--- config.mk ---
export PLATFORM = sky130hd
export DESIGN_NAME = instr_fetch_unit
export DESIGN_NICKNAME = d
export VERILOG_FILES = /design/src/rtl/instr_fetch_unit.sv
export SDC_FILE = /design/constraint.sdc
export NUM_CORES = 1
export LEC_CHECK = 0
export CAP_MARGIN = 40
export CORE_UTILIZATION = 54
export CTS_BUF_LIST = sky130_fd_sc_hd__clkbuf_8
export DETAILED_ROUTE_END_ITERATION = 10
export GPL_ROUTABILITY_DRIVEN = 1
export GPL_TIMING_DRIVEN = 0
export PLACE_DENSITY_LB_ADDON = 0.25
export SLEW_MARGIN = 20
export SYNTH_ARGS = -nofsm -noshare
export SYNTH_HDL_FRONTEND = slang
export SYNTH_SLANG_ARGS = --single-unit
export TNS_END_PERCENT = 1
--- constraint.sdc ---
create_clock -name clk -period 3.3 [get_ports clk]
set_input_delay 0.66 -clock clk [delete_from_list [all_inputs] [get_ports clk]]
set_output_delay 0.66 -clock clk [all_outputs]
set_load 0.01 [all_outputs]
--- src/rtl/instr_fetch_unit.sv ---
// Instruction fetch stage: PC, icache request handshake and the instruction register that feeds decode.
// Optional build macro MISALIGN_CHECK_EN traps misaligned redirect targets into a sticky ERROR state.
module instr_fetch_unit #(
   parameter int                    ADDR_WIDTH = 32,
   parameter logic [ADDR_WIDTH-1:0] RESET_PC   = '0,
   parameter logic [31:0]           NOP_WORD   = 32'h0000_0000
) (
   input  logic                  clk,
   input  logic                  rst,
   output logic                  icache_req,
   output logic [ADDR_WIDTH-1:0] icache_addr,
   input  logic [31:0]           icache_rdata,
   input  logic                  icache_ready,
   output logic [31:0]           instr,
   output logic [ADDR_WIDTH-1:0] instr_pc,
   output logic [ADDR_WIDTH-1:0] pc_plus4,
   output logic                  instr_valid,
   input  logic                  instr_ready,
   input  logic                  redirect,
   input  logic [ADDR_WIDTH-1:0] redirect_pc
`ifdef MISALIGN_CHECK_EN
   ,
   output logic                  misalign_err
`endif
);

   typedef enum logic [2:0] {
      IDLE,
      FETCH,
      VALID,
      DRAIN,
      ERROR
   } state_e;

   localparam logic [ADDR_WIDTH-1:0] FOUR       = ADDR_WIDTH'(4);
   localparam logic [ADDR_WIDTH-1:0] ALIGN_MASK = ~ADDR_WIDTH'(3);

   state_e                  state_q, state_d;
   logic [ADDR_WIDTH-1:0]   pc_q, pc_d;
   logic [ADDR_WIDTH-1:0]   reqAddr_q, reqAddr_d;
   logic [31:0]             instr_q, instr_d;
   logic [ADDR_WIDTH-1:0]   instrPc_q, instrPc_d;
   logic [ADDR_WIDTH-1:0]   pcPlus4_q, pcPlus4_d;
   logic                    valid_q, valid_d;
   logic                    errPend_q, errPend_d;
   logic [ADDR_WIDTH-1:0]   target;
   logic                    misaligned;

`ifdef MISALIGN_CHECK_EN
   assign target     = redirect_pc;
   assign misaligned = |redirect_pc[1:0];
`else
   assign target     = redirect_pc & ALIGN_MASK;
   assign misaligned = 1'b0;
`endif

   always_ff @(posedge clk) begin
      if (rst) begin
         state_q   <= IDLE;
         pc_q      <= RESET_PC;
         reqAddr_q <= RESET_PC;
         instr_q   <= NOP_WORD;
         instrPc_q <= '0;
         pcPlus4_q <= '0;
         valid_q   <= 1'b0;
         errPend_q <= 1'b0;
      end else begin
         state_q   <= state_d;
         pc_q      <= pc_d;
         reqAddr_q <= reqAddr_d;
         instr_q   <= instr_d;
         instrPc_q <= instrPc_d;
         pcPlus4_q <= pcPlus4_d;
         valid_q   <= valid_d;
         errPend_q <= errPend_d;
      end
   end

   always_comb begin
      state_d   = state_q;
      pc_d      = pc_q;
      reqAddr_d = reqAddr_q;
      instr_d   = instr_q;
      instrPc_d = instrPc_q;
      pcPlus4_d = pcPlus4_q;
      valid_d   = valid_q;
      errPend_d = errPend_q;

      // A redirect always kills the held instruction and retargets the PC
      if (redirect && state_q != ERROR) begin
         pc_d    = target;
         valid_d = 1'b0;
         instr_d = NOP_WORD;
      end

      case (state_q)
         IDLE: begin
            if (redirect && misaligned) begin
               state_d = ERROR;
            end else begin
               reqAddr_d = redirect ? target : pc_q;
               state_d   = FETCH;
            end
         end
         FETCH: begin
            if (redirect) begin
               if (!icache_ready) begin
                  // The cache still owes a response; absorb it before refetching
                  errPend_d = misaligned;
                  state_d   = DRAIN;
               end else if (misaligned) begin
                  state_d = ERROR;
               end else begin
                  reqAddr_d = target;
               end
            end else if (icache_ready) begin
               instr_d   = icache_rdata;
               instrPc_d = reqAddr_q;
               pcPlus4_d = reqAddr_q + FOUR;
               pc_d      = reqAddr_q + FOUR;
               valid_d   = 1'b1;
               state_d   = VALID;
            end
         end
         VALID: begin
            if (redirect) begin
               if (misaligned) begin
                  state_d = ERROR;
               end else begin
                  reqAddr_d = target;
                  state_d   = FETCH;
               end
            end else if (instr_ready) begin
               valid_d   = 1'b0;
               instr_d   = NOP_WORD;
               reqAddr_d = pc_q;
               state_d   = FETCH;
            end
         end
         DRAIN: begin
            if (redirect) begin
               errPend_d = misaligned;
            end
            if (icache_ready) begin
               errPend_d = 1'b0;
               if (redirect ? misaligned : errPend_q) begin
                  state_d = ERROR;
               end else begin
                  reqAddr_d = redirect ? target : pc_q;
                  state_d   = FETCH;
               end
            end
         end
         ERROR: begin
            valid_d = 1'b0;
         end
         default: begin
            state_d = IDLE;
         end
      endcase
   end

   assign icache_req  = (state_q == FETCH) || (state_q == DRAIN);
   assign icache_addr = reqAddr_q & ALIGN_MASK;
   assign instr       = instr_q;
   assign instr_pc    = instrPc_q;
   assign pc_plus4    = pcPlus4_q;
   assign instr_valid = valid_q;
`ifdef MISALIGN_CHECK_EN
   assign misalign_err = (state_q == ERROR);
`endif

endmodule

# Word-level counts from Yosys, hierarchy flattened
# Index checks and enable logic that the tools add are counted.
# op_classes
n_addsub	1
n_reduce_logical	9
eq_ne	13
bitwise	2
n_mux	37
# ops
operator	count
32-bit 2-to-1 mux	16
32-bit one-hot mux with 4 select lines	1
32-bit one-hot mux with 2 select lines	1
32-bit by 3-bit adder with 32-bit output, second input constant	1
3-bit 2-to-1 mux	7
3-bit one-hot mux with 5 select lines	1
3-bit inequality test, second input constant	4
2-bit inequality test, second input constant	5
1-bit 2-to-1 mux	9
3-bit by 2-bit equality test with 1-bit output, second input constant	2
3-bit AND reduction	2
6-bit AND reduction	1
5-bit AND reduction	1
4-bit nonzero test	1
3-bit by 1-bit equality test with 1-bit output, second input constant	1
3-bit equality test, second input constant	1
3-bit logical NOT	1
1-bit one-hot mux with 3 select lines	1
1-bit inverter	2
1-bit one-hot mux with 2 select lines	1
2-bit nonzero test	1
1-bit logical AND	1
1-bit logical OR	1
# totals
in_bits	69
output_inout_bits	130
reg_bits	165
elab_cells	70

# Logic depth before layout (Yosys ltp)
# Gate-level depths: netlist (run 1).
# logic_depth
depth_word	6
ltp_mapped	8
depth_no_buf	6

# Worst setup path after synthesis (run 1)
# OpenSTA, ideal clock, no wires.
# synth_timing
path_kind	input to register
from	input port redirect
to	register reqAddr_q[23]
path_buffers	2
t_required_ns	3.209
path_stages	7
arrival_time_ns	1.792
slack_ns	1.417
path_cell_list	buf_2 a21oi_1 o21a_1 nor3_2 buf_2 nor2_1 a311oi_1
# synth_via
elab_chain_cells	4
# synth_lines
element	line	source
start: declaration	19	input logic redirect,
32-bit 2-to-1 mux	101, 149	
32-bit 2-to-1 mux	146	if (redirect ? misaligned : errPend_q) begin
32-bit 2-to-1 mux	144	if (icache_ready) begin
32-bit one-hot mux with 4 select lines	96	case (state_q)
end signal: assignment	70	reqAddr_q <= reqAddr_d;
end: declaration	40	logic [ADDR_WIDTH-1:0] reqAddr_q, reqAddr_d;
# Several ways; a longest one is shown, not always the timed one. The select of a mux whose other input is x is not followed.
# A chain may end at the register's enable or synchronous reset.

# Worst setup path in the final report (run 1)
# layout_timing
from	input port redirect
to	register reqAddr_q[28]
# Same word-level chain as after synthesis.

==> run_results.csv, run 1 <==
group,metric,value,unit
cts,cts_tree,"done",
power,p_int,3.37,mW
die,start_util,56.2,%
critical_path,path_class,"primary input to flip-flop",
critical_path,crit_path_start_kind,"primary input",
critical_path,rr_worst_depth,5,
critical_path,r2r_start,"state_q[2]",
synth,synth-main-ff-cell,"dfxtp_1",
power,power.density,471,nW/um^2
die,dieArea,13800,um^2
critical_path,r2r_setup_slack,1.07,ns
synth,synth-edff-count,0,
global_route,grt_antenna_before_repair,0,
synth,ys_ff_latch,163,
routing,drtPass1Iterations,8,
cts,clk_pin_slew_worst_paths,0.08,ns
placed_design,hpwl,16.5,mm
cells_and_area,syn_to_final_growth,36.0,%
routing,num_vias,7525,
critical_path,critical_path_required,3.67,ns
synth,syn-cell-area,7210,um^2
die,die_width,118,um
synth,async_reset_ff_share,0,%
hold_path,min_path_cells,2,
timing,final_hold_viol_count,0,
cells_and_area,drive_gt1_share,8.83,%
global_route,grt_pass1_vias,6976,
run,drv_cap,0,
routing,drt_iter0_drc,819,
hold_path,holdCritPathClass,"flip-flop to flip-flop",
synth,synth_common_cells,"226 x nand2_1, 163 x dfxtp_1, 83 x nor2_1, 76 x a21oi_1, 49 x a311oi_1",
timing,min_period,2.48,ns
routing,routed_wl,22.8,mm
power,comb_power_share,17.5,%
synth,yosysMostFrequentCell,"nand2_1",
global_route,grt_max_degree,17,
cts,clk_path_buf_depth,2,
timing,setup_violations,0,
synth,synth.distinct_cells,50,
routing,drc,0,
synth,syn-instance-count,907,
power,pwr-share-seq,47.6,%
timing,worstMarginPinSlew,0.700,ns
cells_and_area,n_antenna_cell,0,
synth,avgSynthCellArea,7.95,um^2
run_status,outcome,"finished, final reports clean",
timing,fin_tns_setup,0,ns
power,clkPwrFrac,34.9,%
timing,layout_worst_path_cycle_share,75.3,%
global_route,overflow,0,
power,p_sw,1.25,mW
synth,ys_warn_count,0,
placed_design,port_buffers,193,
timing,clock_skew,0.0111,ns
die,core-area,12800,um^2
global_route,grt_pass1_wl,36.1,mm
power,p_leak,3.54,nW
timing,slew_headroom,53.3,%
die,fp-row-count,41,
critical_path,endpoint_kind,"flip-flop",
synth,synth.top_cell.area_share,45.3,%
critical_path,crit_fanout,10,
routing,drtAntennaViolNets,0,
hold_path,worstHoldStart,"instr_pc[27]",
timing,rsz0062_at_grt,"no",
cells_and_area,fin_cells,1304,
power,peakVddDrop,0.380,mV
hold_path,hold_end,"instr_pc[27]",
timing,final-max-slew-violation-count,0,
cts,postCtsSetupBuffers,0,
die,io_pins,199,
cts,cts_root_buf,"clkbuf_8",
die,die-height,118,um
timing,max_freq,0.403,GHz
routing,avgRoutedWirePerCell,17.5,um
cts,ctsHoldBuffers,0,
critical_path,cp.arrival,2.85,ns
routing,vias_per_cell,5.77,
synth,yosysSeqAreaShare,45.3,%
cts,cts_buffers,17,
cts,htree_levels,4,
cells_and_area,final_nets,1190,
cts,clk_latency,0.47,ns
cts,postCtsResizedCells,0,
placed_design,dpl.cell_count,1273,
power,p_sw_share,27.1,%
placed_design,gp_congestion,0.946,
critical_path,r2r_end,"pc_q[11]",
synth,synth.area.top_cells,"dfxtp_1 45%, nand2_1 12%, a311oi_1 6.0%",
synth,synth.largest_area_cell,"dfxtp_1",
global_route,grt_usage,33.1,%
cts,clkSinkCount,163,
critical path: stages:
cell,delay [ns]
clkdlybuf4s50_1,0.54
buf_2,0.25
a21oi_1,0.09
o21a_1,0.18
nor3_2,0.43
buf_2,0.35
nor2_1,0.08
a311oi_1,0.27
power by group through the flow:
stage,clock (mW),combinational (mW),sequential (mW)
after CTS,1.62,0.801,2.19
after detailed placement,0,0.795,2.24
after global routing,1.71,0.874,2.21
after floorplan,0,0.419,2.22
after global placement,0,0.781,2.24
final,1.61,0.810,2.20
worst max path at each step:
stage          depth (start not counted)  slack (ns)    startpoint             to
6_report                               8        0.82      redirect  reqAddr_q[28]
3_3_place_gp                           7        0.45      redirect  reqAddr_q[26]
5_1_grt                                8        0.72  icache_ready   instr_pc[19]
2_1_floorplan                          7        1.42      redirect  reqAddr_q[23]
3_5_place_dp                           8        0.38      redirect  reqAddr_q[28]
4_1_cts                                8        0.87      redirect  reqAddr_q[28]
final cells by class:
cell class / count / area, um^2
multi-input combinational: 630 / 3350
sequential: 163 / 3260
fill: 971 / 3020
timing repair buffer: 193 / 1930
buffer: 109 / 572
clock buffer: 21 / 289
tap: 172 / 215
clock inverter: 10 / 156
inverter: 6 / 22.5
layout by cell type, fill, tap and decap left out, types with 8 or more instances in the layout:
cell | netlist | layout
nand2_1 | 226 | 226
clkdlybuf4s50_1 | 0 | 193
dfxtp_1 | 163 | 163
nor2_1 | 83 | 83
a21oi_1 | 76 | 76
a311oi_1 | 49 | 49
clkbuf_1 | 45 | 45
nor3_1 | 35 | 35
buf_4 | 35 | 35
o211ai_1 | 34 | 34
buf_2 | 25 | 25
clkbuf_8 | 0 | 21
nand4_1 | 13 | 13
nand3_1 | 10 | 10
a31oi_1 | 10 | 10
xnor2_1 | 9 | 9
inv_1 | 6 | 8
cells by family (layout without fill, tap and decap cells):
kind of cell               after synthesis  in the layout  synth area share [%]
and+or+nand+nor                        405            405                  24.6
AOI/OAI and AO/OA                      202            202                  19.1
DFF                                    163            163                  45.3
buffers and inverters                  115            339                  8.25
xor gates and xnor gates                13             13                  1.58
muxes                                    7              7                  1.01
adders and majority gates                1              1                 0.174
other                                    1              2                0.0520
per-layer routing:
| layer | wire (um) | up-vias | GRT usage [%] | part of all wire [%] |
|---|---|---|---|---|
| met5 | 0 | - | 0 | 0 |
| met2 | 10600 | 424 | 53.2 | 47 |
| met4 | 644 | 0 | 12.3 | 2.8 |
| met3 | 2430 | 62 | 10.4 | 11 |
| met1 | 9130 | 3487 | 41.5 | 40 |
| li1 | - | 3552 | - | - |
registers in the layout, summed over array words and instances, names as in the netlist:
name         flops
state_q          3
pc_plus4        30
instr_pc        32
errPend_q        1
pc_q            32
reqAddr_q       32
instr           32
instr_valid      1
per-stage QoR:
| step | hold WS, ns | area, um^2 | util [%] | total power [mW] | setup slack (ns) |
|---|---|---|---|---|---|
| after floorplan | 0.432 | 7210 | - | 2.64 | 1.42 |
| after global placement | 0.443 | 9360 | 73.0 | 3.02 | 0.454 |
| after detailed placement | 0.449 | 9360 | 73.0 | 3.03 | 0.381 |
| after CTS | 0.459 | 9800 | 76.4 | 4.61 | 0.869 |
| after global routing | 0.473 | 9800 | 76.4 | 4.79 | 0.718 |
| final | 0.457 | 9800 | 76.4 | 4.62 | 0.817 |
No activity file was read; power rests on OpenSTA's default activity.
==> inputs of run 2 (changes only) <==
Settings changed: CORE_UTILIZATION 54 to 45.
Clock period 3.3 ns to 2.15 ns, I/O delays scaled along.
==> run 2 against run 1 <==
Core utilization fell by 12 points; non-clock buffer count did not move; clock skew barely moved; via count rose by 0.17%; hold slack got worse by 0.0031 ns; first-iteration DRC count fell by 16%; largest cell class unchanged; largest power group unchanged.
==> run_results.csv, run 2 (synthesis gave the netlist of run 1 again) <==
group,metric,value,unit
run_status,outcome,"finished, final reports clean",
global_route,overflow,0,
power,power.density,705,nW/um^2
run,drv_cap,0,
critical_path,r2r_end,"pc_q[31]",
timing,setup_violations,0,
timing,final_hold_viol_count,0,
timing,worstMarginPinSlew,0.699,ns
power,p_sw_share,28.1,%
critical_path,max_stage_delay,0.58,ns
global_route,grt_max_degree,17,
critical_path,crit_path_start_kind,"flip-flop",
cts,cts_tree,"done",
power,comb_power_share,18.0,%
critical_path,cp.arrival,1.71,ns
placed_design,gp_congestion,0.906,
cts,cts_root_buf,"clkbuf_8",
cells_and_area,final_common_cell,"nand2_1",
die,start_util,46.7,%
timing,layout_worst_path_cycle_share,99.6,%
cells_and_area,n_antenna_cell,0,
cts,clk_path_buf_depth,2,
critical_path,r2r_start,"reqAddr_q[22]",
power,pwr-share-seq,48.4,%
power,p_sw,1.97,mW
cells_and_area,nFillCells,1382,
routing,drtAntennaViolNets,0,
cts,ctsHoldBuffers,0,
timing,slew_headroom,53.4,%
hold_path,holdCritPathClass,"flip-flop to flip-flop",
timing,rsz0062_at_grt,"yes",
cells_and_area,syn_to_final_growth,37.6,%
power,p_total,6.99,mW
global_route,grt_usage,29.1,%
power,peakVddDrop,0.503,mV
placed_design,port_buffers,193,
die,die-height,129,um
critical_path,critical_path_required,1.72,ns
critical_path,slowest_stage,"clkdlybuf4s50_1",
cells_and_area,multi_input_area,3390,um^2
routing,avgRoutedWirePerCell,17.5,um
global_route,gr-max-usage-layer,"met2",
timing,clock_skew,0.0107,ns
die,core-area,15400,um^2
global_route,use_met2,47.1,%
critical_path,critPathLaunch,"state_q[0]",
placed_design,placed_cell_area,9410,um^2
cts,cts_buffers,17,
cts,clkSinkCount,163,
global_route,grt_pass1_wl,37.1,mm
critical_path,endpoint,"icache_req",
cells_and_area,seq_area,3280,um^2
critical_path,endpoint_kind,"output pin",
critical_path,path_class,"flip-flop to output pin",
timing,max_freq,0.467,GHz
global_route,grt_antenna_before_repair,0,
cts,clk_latency,0.46,ns
die,die_width,129,um
routing,drt_iter0_drc,689,
critical_path,crit_chain,"nor2b_1 > clkdlybuf4s50_1",
cts,clk_pin_slew_worst_paths,0.08,ns
routing,drc,0,
power,clkPwrFrac,33.6,%
routing,drtPass1Iterations,7,
global_route,use_met3,8.52,%
routing,vias_per_cell,5.61,
cells_and_area,drive_gt1_share,11.4,%
routing,routed_wl,23.5,mm
cells_and_area,final_cell_mix,"226 x nand2_1, 192 x clkdlybuf4s50_1, 151 x dfxtp_1, 83 x nor2_1, 76 x a21oi_1",
timing,min_period,2.14,ns
cells_and_area,final_nets,1190,
placed_design,dpl.cell_count,1312,
cts,htree_levels,4,
die,dieArea,16500,um^2
placed_design,hpwl,17.0,mm
routing,num_vias,7538,
global_route,use_met1,36.9,%
die,fp-row-count,45,
critical_path,rr_worst_depth,5,
timing,fin_tns_setup,0,ns
die,io_pins,199,
critical_path,r2r_setup_slack,0.03,ns
cells_and_area,fin_area,9910,um^2
timing,final-max-slew-violation-count,0,
critical_path,crit_fanout,5,
cells_and_area,fin_cells,1343,
power,p_leak,3.60,nW
power,p_int,5.02,mW
global_route,grt_pass1_vias,7124,
-- run 2: cell count changes in the layout (fill, tap and decap cells not counted), moves of 2 or more --
cell and change:
buf_1 -3, buf_2 -7, bufinv_16 -2, clkbuf_1 -9, clkbuf_2 +11, clkbuf_4 +8
clkbuf_8 +2, dfxtp_1 -12, dfxtp_2 +12, inv_6 +2, nor3_1 -2
-- run 2: how the worst min path moves through the flow --
stage                            start  depth (start not counted)           end
after floorplan              errPend_q                          2     errPend_q
after global placement    instr_pc[21]                          2  instr_pc[21]
after detailed placement   instr_pc[3]                          2   instr_pc[3]
after CTS                  instr_pc[3]                          2   instr_pc[3]
after global routing      instr_pc[10]                          2  instr_pc[10]
final                     instr_pc[20]                          2  instr_pc[20]
-- run 2: final cells by class --
| cell class | instances | share of cell area, % |
|---|---|---|
| timing repair buffer | 193 | 19.5 |
| clock inverter | 8 | 0.984 |
| tap | 211 | 2.66 |
| inverter | 6 | 0.227 |
| sequential | 163 | 33.1 |
| clock buffer | 23 | 3.19 |
| buffer | 109 | 6.12 |
| multi-input combinational | 630 | 34.2 |
-- run 2: stage by stage --
| step | worst slack, ns | utilization, % | hold WS, ns |
|---|---|---|---|
| finish | 0.00859 | 64.3 | 0.453 |
| global route | -0.118 | 64.3 | 0.477 |
| CTS | -0.00242 | 63.8 | 0.459 |
| detailed placement | -0.581 | 61.0 | 0.447 |
| global placement | -0.535 | 61.0 | 0.442 |
| floorplan | 0.369 | - | 0.432 |
-- run 2: power groups by stage --
stage	clock, mW	sequential, mW	combinational (mW)
3_3_place_gp	0	3.43	1.21
3_5_place_dp	0	3.43	1.23
4_1_cts	2.36	3.36	1.24
2_1_floorplan	0	3.40	0.643
6_report	2.35	3.38	1.26
5_1_grt	2.51	3.40	1.36
-- run 2: worst max-delay path: cells and delay by family, from the launching register on --
family / cells / cell delay, ns
buffers and inverters: 1 / 0.58
DFF: 1 / 0.41
and+or+nand+nor: 1 / 0.26
-- run 2: what timing repair did --
action | 4_1_cts | 5_1_grt
gates resized for setup | 9 | 35
endpoints found under the setup margin | 72 | 120
gates cloned | 0 | 0
setup buffers | 0 | 0
-- run 2: layer usage --
metal | wire length, um | vias up | share of wire [%]
met4 | 454 | 0 | 1.9
met1 | 9540 | 3520 | 41
met5 | 0 | - | 0
met2 | 10900 | 416 | 47
li1 | - | 3551 | -
met3 | 2580 | 51 | 11
